===== src/rtl/apb_slave_regbank_pkg.sv =====
// Shared types and bus widths for the APB register bank.
package apb_slave_regbank_pkg;

  localparam int unsigned APB_AW = 32;
  localparam int unsigned APB_DW = 32;

  typedef enum logic {
    ST_IDLE   = 1'b0,
    ST_ACCESS = 1'b1
  } apb_slv_state_t;

endpackage


===== src/rtl/apb_slave_regbank_if.sv =====
// APB3 bus bundle between one master and the register-bank completer.
interface apb_slave_regbank_if;
  import apb_slave_regbank_pkg::*;

  logic              psel_i;
  logic              penable_i;
  logic [APB_AW-1:0] paddr_i;
  logic              pwrite_i;
  logic [APB_DW-1:0] pwdata_i;
  logic              pready_o;
  logic [APB_DW-1:0] prdata_o;
  logic              pslverr_o;

  modport master (
    output psel_i, penable_i, paddr_i, pwrite_i, pwdata_i,
    input  pready_o, prdata_o, pslverr_o
  );

  modport slave (
    input  psel_i, penable_i, paddr_i, pwrite_i, pwdata_i,
    output pready_o, prdata_o, pslverr_o
  );

endinterface


===== src/rtl/apb_slave_regbank_regs.sv =====
// Register storage with indexed write enable and a one-cycle write pulse per register.
module apb_slave_regbank_regs
  import apb_slave_regbank_pkg::*;
#(
  parameter int unsigned NUM_REGS    = 4,
  parameter logic [31:0] RESET_VALUE = 32'h0
) (
  input  logic                          clk,
  input  logic                          reset,
  input  logic                          wr_en_i,
  input  logic [$clog2(NUM_REGS)-1:0]   wr_idx_i,
  input  logic [APB_DW-1:0]             wr_data_i,
  output logic [NUM_REGS*APB_DW-1:0]    regs_o,
  output logic [NUM_REGS-1:0]           wr_pulse_o
);

  logic [APB_DW-1:0]   regs_q [NUM_REGS];
  logic [APB_DW-1:0]   regs_d [NUM_REGS];
  logic [NUM_REGS-1:0] wr_pulse_q;
  logic [NUM_REGS-1:0] wr_pulse_d;

  always_comb begin
    for (int unsigned k = 0; k < NUM_REGS; k++) begin
      regs_d[k] = regs_q[k];
    end
    wr_pulse_d = '0;
    if (wr_en_i) begin
      regs_d[wr_idx_i]     = wr_data_i;
      wr_pulse_d[wr_idx_i] = 1'b1;
    end
  end

  always_ff @(posedge clk or posedge reset) begin
    if (reset) begin
      for (int unsigned k = 0; k < NUM_REGS; k++) begin
        regs_q[k] <= RESET_VALUE;
      end
      wr_pulse_q <= '0;
    end else begin
      regs_q     <= regs_d;
      wr_pulse_q <= wr_pulse_d;
    end
  end

  for (genvar k = 0; k < NUM_REGS; k++) begin : g_flat
    assign regs_o[k*APB_DW +: APB_DW] = regs_q[k];
  end

  assign wr_pulse_o = wr_pulse_q;

endmodule


===== src/rtl/apb_slave_regbank.sv =====
// APB3 completer exposing NUM_REGS read/write registers at BASE_ADDR with programmable wait states.
module apb_slave_regbank
  import apb_slave_regbank_pkg::*;
#(
  parameter logic [31:0] BASE_ADDR   = 32'hDEAD_CAF0,
  parameter int unsigned NUM_REGS    = 4,
  parameter int unsigned WAIT_CYCLES = 1,
  parameter logic [31:0] RESET_VALUE = 32'h0
) (
  input  logic                       clk,
  input  logic                       reset,
  apb_slave_regbank_if.slave         apb,
  output logic [NUM_REGS*APB_DW-1:0] regs_o,
  output logic [NUM_REGS-1:0]        wr_pulse_o
);

  localparam int unsigned IDX_W     = $clog2(NUM_REGS);
  localparam int unsigned CNT_W     = 4;
  localparam logic [APB_AW-1:0] WIN_BYTES = APB_AW'(NUM_REGS * 4);

  apb_slv_state_t    state_q, state_d;
  logic [CNT_W-1:0]  cnt_q, cnt_d;
  logic [IDX_W-1:0]  idx_q, idx_d;
  logic              hit_q, hit_d;
  logic              write_q, write_d;

  logic [APB_AW-1:0] off;
  logic              done;
  logic [APB_DW-1:0] rd_data;

  // Offset wraps, so addresses below BASE_ADDR land far outside the window.
  assign off = apb.paddr_i - BASE_ADDR;

  always_comb begin
    state_d = state_q;
    cnt_d   = cnt_q;
    idx_d   = idx_q;
    hit_d   = hit_q;
    write_d = write_q;
    done    = 1'b0;
    case (state_q)
      ST_IDLE: begin
        if (apb.psel_i && !apb.penable_i) begin
          state_d = ST_ACCESS;
          cnt_d   = CNT_W'(WAIT_CYCLES);
          idx_d   = off[2 +: IDX_W];
          hit_d   = (off < WIN_BYTES);
          write_d = apb.pwrite_i;
        end
      end
      ST_ACCESS: begin
        if (!apb.psel_i) begin
          state_d = ST_IDLE;
        end else if (apb.penable_i) begin
          if (cnt_q == '0) begin
            done    = 1'b1;
            state_d = ST_IDLE;
          end else begin
            cnt_d = cnt_q - CNT_W'(1);
          end
        end
      end
      default: state_d = ST_IDLE;
    endcase
  end

  always_ff @(posedge clk or posedge reset) begin
    if (reset) begin
      state_q <= ST_IDLE;
      cnt_q   <= '0;
      idx_q   <= '0;
      hit_q   <= 1'b0;
      write_q <= 1'b0;
    end else begin
      state_q <= state_d;
      cnt_q   <= cnt_d;
      idx_q   <= idx_d;
      hit_q   <= hit_d;
      write_q <= write_d;
    end
  end

  // Read mux sees pre-write contents, so a same-edge write never leaks into PRDATA.
  assign rd_data       = regs_o[idx_q*APB_DW +: APB_DW];
  assign apb.pready_o  = done;
  assign apb.pslverr_o = done && !hit_q;
  assign apb.prdata_o  = (done && hit_q && !write_q) ? rd_data : '0;

  apb_slave_regbank_regs #(
    .NUM_REGS    (NUM_REGS),
    .RESET_VALUE (RESET_VALUE)
  ) u_regs (
    .clk        (clk),
    .reset      (reset),
    .wr_en_i    (done && hit_q && write_q),
    .wr_idx_i   (idx_q),
    .wr_data_i  (apb.pwdata_i),
    .regs_o     (regs_o),
    .wr_pulse_o (wr_pulse_o)
  );

endmodule


===== src/flat_wrapper.sv =====
// flat-port wrapper written by rule: the top's interface ports become plain ports
module apb_slave_regbank_flat import apb_slave_regbank_pkg::*;
#(
  parameter logic [31:0] BASE_ADDR   = 32'hDEAD_CAF0,
  parameter int unsigned NUM_REGS    = 4,
  parameter int unsigned WAIT_CYCLES = 1,
  parameter logic [31:0] RESET_VALUE = 32'h0
)
  (clk, reset, regs_o, wr_pulse_o, apb_psel_i, apb_penable_i, apb_paddr_i, apb_pwrite_i, apb_pwdata_i, apb_pready_o, apb_prdata_o, apb_pslverr_o);
  apb_slave_regbank_if apb_i ();
  input  logic clk;
  input  logic reset;
  output logic [NUM_REGS*APB_DW-1:0] regs_o;
  output logic [NUM_REGS-1:0] wr_pulse_o;
  input wire logic [$bits(apb_i.psel_i)-1:0] apb_psel_i;
  input wire logic [$bits(apb_i.penable_i)-1:0] apb_penable_i;
  input wire logic [$bits(apb_i.paddr_i)-1:0] apb_paddr_i;
  input wire logic [$bits(apb_i.pwrite_i)-1:0] apb_pwrite_i;
  input wire logic [$bits(apb_i.pwdata_i)-1:0] apb_pwdata_i;
  output wire logic [$bits(apb_i.pready_o)-1:0] apb_pready_o;
  output wire logic [$bits(apb_i.prdata_o)-1:0] apb_prdata_o;
  output wire logic [$bits(apb_i.pslverr_o)-1:0] apb_pslverr_o;
  assign apb_i.psel_i = apb_psel_i;
  assign apb_i.penable_i = apb_penable_i;
  assign apb_i.paddr_i = apb_paddr_i;
  assign apb_i.pwrite_i = apb_pwrite_i;
  assign apb_i.pwdata_i = apb_pwdata_i;
  assign apb_pready_o = apb_i.pready_o;
  assign apb_prdata_o = apb_i.prdata_o;
  assign apb_pslverr_o = apb_i.pslverr_o;
  apb_slave_regbank #(.BASE_ADDR(BASE_ADDR), .NUM_REGS(NUM_REGS), .WAIT_CYCLES(WAIT_CYCLES), .RESET_VALUE(RESET_VALUE)) u_core (.clk(clk), .reset(reset), .apb(apb_i), .regs_o(regs_o), .wr_pulse_o(wr_pulse_o));
endmodule

===== config.mk =====
export PLATFORM = sky130hd
export DESIGN_NAME = apb_slave_regbank_flat
export DESIGN_NICKNAME = d
export VERILOG_FILES = /design/src/rtl/apb_slave_regbank_pkg.sv /design/src/rtl/apb_slave_regbank_if.sv /design/src/rtl/apb_slave_regbank_regs.sv /design/src/rtl/apb_slave_regbank.sv /design/src/flat_wrapper.sv
export SDC_FILE = /design/constraint.sdc
export NUM_CORES = 1
export LEC_CHECK = 0
export ABC_AREA = 1
export BUFFER_PORTS_ARGS = -buffer_cell sky130_fd_sc_hd__buf_4
export CAP_MARGIN = 0
export CORE_MARGIN = 2
export CORE_UTILIZATION = 40
export DETAILED_ROUTE_END_ITERATION = 8
export PLACE_DENSITY = 0.65
export SLEW_MARGIN = 20
export SYNTH_ARGS = -nofsm -noshare
export SYNTH_HDL_FRONTEND = slang
export SYNTH_SLANG_ARGS = --single-unit

===== constraint.sdc =====
create_clock -name clk -period 12.23 [get_ports clk]
set_clock_uncertainty 0.05 [all_clocks]
set_input_delay 0.6115 -clock clk [delete_from_list [all_inputs] [get_ports clk]]
set_output_delay 0.6115 -clock clk [all_outputs]
set_load 0.005 [all_outputs]

**Word-level counts from Yosys, hierarchy flattened**

Cells that the tools add are included.
Widths: inputs -> output; s select.

- Flip-flop bits (word level): 141
- Bits in latches: 0
- RAM bits: 0
- ROM bits: 0
- Input bits: 69
- Output and inout port bits: 166
- Logic and storage cells: 58
- Memories: 0

- $add $sub $neg: 2
- Multipliers: 0
- Div/mod/pow operators: 0
- $lt $le $gt $ge: 5
- Eq/ne operators: 4
- Shift operators: 1
- Mux-type cells: 21
- Bitwise logic cells: 2
- Reduce and logical (&&, ||, !) cells: 13

Operator list:

| cell | number |
|---|---|
| $bwmux 128 | 1 |
| $shiftx 128x8->32 | 1 |
| $demux 32 s2 | 1 |
| $mux 32 | 2 |
| $lt 32x5->1 const B | 1 |
| $sub 32x32->32 const B | 1 |
| $mux 4 | 5 |
| $mux 1 | 9 |
| $pmux 4 s2 | 1 |
| $logic_and 1x1->1 | 7 |
| $ne 2x2->1 const B | 3 |
| $logic_not 4->1 | 1 |
| $reduce_and 4->1 | 1 |
| $sub 4x1->4 const B | 1 |
| $ge 3x3->1 const B | 1 |
| $logic_not 1->1 | 3 |
| $lt 2x3->1 const B | 1 |
| $lt 3x1->1 const B | 1 |
| $not 2->3 | 1 |
| $demux 1 s2 | 1 |
| $ge 2x1->1 const B | 1 |
| $ne 2x1->1 const B | 1 |
| $pmux 1 s2 | 1 |
| $reduce_and 2->1 | 1 |
| $not 1->1 | 1 |

**Longest topological paths before layout**

- Depth after elaboration: 8
- Gate-level depth with buffers: 16
- Gate-level depth less buffers: 16

**Hierarchy**

A second synthesis with hierarchy kept.

- Cell total of the unflattened synthesis: 1149
- Area total of the unflattened synthesis: 7976.4 µm²

By module, submodules not included:

| module | instances | cells each | area each (µm²) | sequential area each (µm²) |
|---|---|---|---|---|
| apb_slave_regbank_regs | 1 | 578 | 5307.6 | 3303.2 |
| apb_slave_regbank | 1 | 571 | 2668.8 | 225.2 |

**Worst setup path after synthesis**

OpenSTA, ideal clock, no wires.

- Path type: input port to output port
- Start: in apb_penable_i
- End: out apb_prdata_o[21]
- Arrival time: 1596 ps
- Data required time: 11568 ps
- Path slack: 9972 ps
- Cell stages on the path: 9
- Buffers on the path: 1
- Path through: nand2_1 > nor3_2 > inv_2 > nor2_4 > inv_2 > nor2_4 > nand2_1 > buf_1 > a31oi_1

- Word-level cells in the longest chain between the ends: 6

Ends and longest elaborated chain:

| what | line | RTL |
|---|---|---|
| from (decl) | flat_wrapper.sv:16 | `input wire logic [$bits(apb_i.penable_i)-1:0] apb_penable_i;` |
| $mux 1 | apb_slave_regbank.sv:54 | `end else if (apb.penable_i) begin` |
| $mux 1 | apb_slave_regbank.sv:52 | `if (!apb.psel_i) begin` |
| $mux 1 | apb_slave_regbank.sv:41 | `case (state_q)` |
| via apb_pready_o | flat_wrapper.sv:20 | `output wire logic [$bits(apb_i.pready_o)-1:0] apb_pready_o;` |
| $logic_and 1x1->1 (2 in a row) | apb_slave_regbank.sv:87 | `assign apb.prdata_o = (done && hit_q && !write_q) ? rd_data : '0;` |
| $mux 32 | apb_slave_regbank.sv:87 |  |
| to (decl) | flat_wrapper.sv:21 | `output wire logic [$bits(apb_i.prdata_o)-1:0] apb_prdata_o;` |

The timed path passes the listed nets, and every way through them passes these cells.

**Worst setup path after layout**

- Start: reg u_core.cnt_q[0]
- End: out apb_prdata_o[1]

- Word-level cells in the longest chain between the ends: 8

Ends and longest elaborated chain:

| what | line | RTL |
|---|---|---|
| from (decl) | apb_slave_regbank.sv:22 | `logic [CNT_W-1:0] cnt_q, cnt_d;` |
| from (signal assigned) | apb_slave_regbank.sv:76 | `cnt_q <= cnt_d;` |
| $logic_not 4->1 | apb_slave_regbank.sv:55 | `if (cnt_q == '0) begin` |
| $mux 1 | apb_slave_regbank.sv:55 |  |
| $mux 1 | apb_slave_regbank.sv:54 |  |
| $mux 1 | apb_slave_regbank.sv:52 |  |
| $mux 1 | apb_slave_regbank.sv:41 |  |
| $logic_and 1x1->1 (2 in a row) | apb_slave_regbank.sv:87 |  |
| $mux 32 | apb_slave_regbank.sv:87 |  |

No other way between the ends.

==> summary.md <==
| Metric | Value |
|---|---|
| Mean Syn Cell Area | 8.039 µm² |
| Largest net degree at the start of global routing | 94 |
| Setup WS pre-CTS | between 9 and 10 ns |
| Critical Path AT | 2.69 ns |
| Reg clk slew, reported paths | 0.06 ns |
| Pwr dens | between 100 and 150 mW/mm² |
| Syn nets | ~970 |
| Max Buffers Root-to-Sink | 2 |
| Via count | between 6,000 and 7,000 |
| Die area | 0.01916 mm² |
| Gates resized, CTS repair | 0 |
| Worst Hold Slack | around 0.32 ns |
| RSZ-0062 raised after global routing | no |
| Slew margin rel. | 0.2668 |
| Final setup violation count | 0 |
| Final Hold Viols | 0 |
| Multi-input logic area | 0.003073 mm² |
| Post-route ant nets | 0 |
| GRT Overall Usage | 0.2325 |
| Worst-margin pin slew | ~1.1 ns |
| Gr ovfl total | 0 |
| Final Slew Violations | 0 |
| Initial core utilization | 0.4051 |
| Port bufs | 232 |
| Min-delay worst type | input port to async pin |
| Remaining DRCs | 0 |
| Final worst-path setup slack | slightly below 9 ns |
| Seq cells post-synth | approximately 140 |
| RePlAce Congestion | 0.8899 |
| First-pass GRT wire length | around 35,000 µm |
| H-tree depth | 4 |
| Achievable frequency | between 200 and 300 MHz |
| # diodes | 0 |
| Die H | 138.4 µm |
| Die width | 138.4 µm |
| Fillers | roughly 1,700 |
| Worst skew pair latency | around 0.41 ns |
| Max VDD drop | 0.1036 mV |
| Crit path time final | around 3.4 ns |
| CORE AREA | between 0.015 and 0.02 mm² |
| Slowest stage delay, CP | 0.37 ns |
| Status | completed |
| Kind of critical path | register to primary output |
| Mapped cell area | between 0.007 and 0.008 mm² |
| CTS tree | done |
| CP Launch Type | register |
| CTS root buf | clkbuf_16 |
| Initial antenna violation count | 0 |
| Vias in the first global route | around 6,400 |
| Maxcap violations | 0 |
| # IOs | roughly 240 |
| WP data required | roughly 12 ns |
| Setup TNS | 0 ns |
| FF+latch area | roughly 0.0035 mm² |
| Static leakage | just under 0.005 µW |
| Worst setup EP type | primary output |
| Distinct cells, synth | 33 |
| Synth warn | 0 |
| Via-to-Cell Ratio | around 5.1 |
| TritonCTS Buffers | 17 |
| Post-DR wirelength/cell | about 16 µm |
| Total clock sinks | 141 |
| Crit-path max FO | 24 |
| Cts hold-fix bufs | 0 |
| Share of cells above drive strength 1 | 0.2876 |
| Iteration-0 DRC Markers | between 300 and 400 |
| Detailed Route WL | 22,170 µm |
| Crit path cell chain | inv_1 > ha_1 > nand2_1 > nor3_2 > inv_2 > nor2_4 > inv_2 > nor2_4 > nand2_1 > buf_4 > a31oi_1 > buf_4 |
| Area delta synth->final | 34.19% |
| First-pass iteration count of the detailed router | 5 |
| Critical-path top delay cell | buf_4 |
| Post-synthesis sequential area ratio | 0.4882 |
| DP Wirelength | ~15,000 µm |
| Fin crit share | 0.2739 |
| Post-Syn Instances | 899 |
| Rows | between 40 and 50 |
| Post-CTS Setup Inserts | 0 |
| Nets | 1,187 |
[logic make-up after synthesis]
family,Yosys count,share of synthesized area
simple gates,406,0.2292
buf+inv,131,0.09037
xor+xnor,1,0.001212
compound gates,219,0.1892
fa+ha+maj,1,0.001731
flops,141,0.4882
[where the power goes]
| part | internal, µW | leakage, µW | total (µW) | switching [µW] |
|---|---|---|---|---|
| logic | 35.4 | 0.00262 | 133 | 97.9 |
| registers | 474 | 0.00196 | 483 | 8.94 |
| clock network | 372 | 0.000324 | 580 | 208 |
[through the flow]
step                instances  instance area [µm²]    util  total power, µW
finish                   1359                 9698  0.5436             1196
global route             1359                 9698  0.5436             1242
CTS                      1359                 9698  0.5436             1209
detailed placement       1327                 9029  0.5061            626.5
global placement         1327                 9029  0.5061            624.2
floorplan                 899                 7227       -            566.6
[layout make-up]
class,instances,share of cell area
Tap cell,229,0.02954
Clock inverter,14,0.02374
Sequential cell,141,0.3638
Timing Repair Buffer,239,0.1850
Inverter,91,0.03574
Multi-Input combinational cell,627,0.3169
Clock buffer,18,0.04528
[worst max-delay path, delay by kind of cell, from the launching register on]
family / cells / cell delay [ns]
AOI/OAI and AO/OA: 1 / 0.24
DFF: 1 / 0.35
adders and majority gates: 1 / 0.19
buffers and inverters: 5 / 0.77
and+or+nand+nor: 5 / 0.73
[flip-flops by register name (all words and copies together) (netlist names)]
register / cells
u_core.cnt_q: 4
u_core.hit_q: 1
u_core.idx_q: 2
u_core.state_q: 1
u_core.u_regs.regs_o: 128
u_core.u_regs.wr_pulse_o: 4
u_core.write_q: 1
[placed cells by master, fill, tap and decap left out, drive strengths merged]
cell	n
a21boi	1
a21o	1
a21oi	41
a22oi	32
a31oi	32
buf	239
bufinv	5
clkbuf	18
clkinv	4
clkinvlp	1
dfrtp	141
ha	1
inv	95
nand2	273
nand3	28
nand3b	2
nand4	5
nor2	89
nor3	9
o211ai	1
o21a	1
o21ai	107
o21bai	2
o22ai	1
xor2	1
[synthesized netlist by cell type]
| library cell | instances | area (µm²) |
|---|---|---|
| buf_2 | 3 | 15.01 |
| o22ai_1 | 1 | 6.260 |
| nand3_1 | 28 | 140.1 |
| a21o_1 | 1 | 7.510 |
| ha_1 | 1 | 12.51 |
| a21boi_1 | 1 | 7.510 |
| o21bai_1 | 2 | 15.01 |
| nand3b_1 | 2 | 15.01 |
| nor3_1 | 5 | 25.02 |
| buf_6 | 20 | 225.2 |
| nand2_4 | 1 | 11.26 |
| inv_1 | 86 | 322.8 |
| dfrtp_1 | 141 | 3528 |
| inv_2 | 5 | 18.77 |
| a31oi_1 | 32 | 200.2 |
| buf_4 | 2 | 15.01 |
| nor2_2 | 2 | 12.51 |
| nor2_4 | 2 | 22.52 |
| nand2_1 | 272 | 1021 |
| buf_1 | 1 | 3.750 |
| a21oi_1 | 41 | 205.2 |
| o21ai_1 | 60 | 300.3 |
| o21ai_2 | 36 | 315.3 |
| a22oi_1 | 32 | 240.2 |
| nor3_4 | 3 | 48.80 |
| o21ai_0 | 11 | 55.05 |
| nor3_2 | 1 | 10.01 |
| o211ai_1 | 1 | 7.510 |
| clkbuf_1 | 14 | 52.55 |
| o21a_1 | 1 | 7.510 |
| nor2_1 | 85 | 319.1 |
| xor2_1 | 1 | 8.760 |
| nand4_1 | 5 | 31.28 |
[layer usage]
metal,share of wire,vias to the layer above,GRT usage,routed length [µm]
met4,0.013,0,0.06122,285
met3,0.061,18,0.04815,1348
met1,0.45,3244,0.3176,10020
met2,0.47,210,0.3796,10520
li1,-,3392,-,-
met5,0,-,0,0
[path summary, 6_finish.rpt]
check | to | slack [ns] | cells past startpoint | startpoint
worst max-delay path | apb_prdata_o[1] | 8.88 | 12 | u_core.cnt_q[0]
worst min-delay path | u_core.u_regs.regs_o[86] | 0.32 | 2 | reset
worst max register to register | u_core.u_regs.regs_o[121] | 9.51 | 13 | u_core.cnt_q[0]
worst min register to register | u_core.u_regs.regs_o[68] | 0.46 | 2 | u_core.u_regs.regs_o[68]
max in group asynchronous | u_core.u_regs.regs_o[28] | 10.64 | 3 | reset
min in group clk | u_core.idx_q[1] | 0.36 | 3 | apb_paddr_i[3]
(Power assumes the default switching activity.)
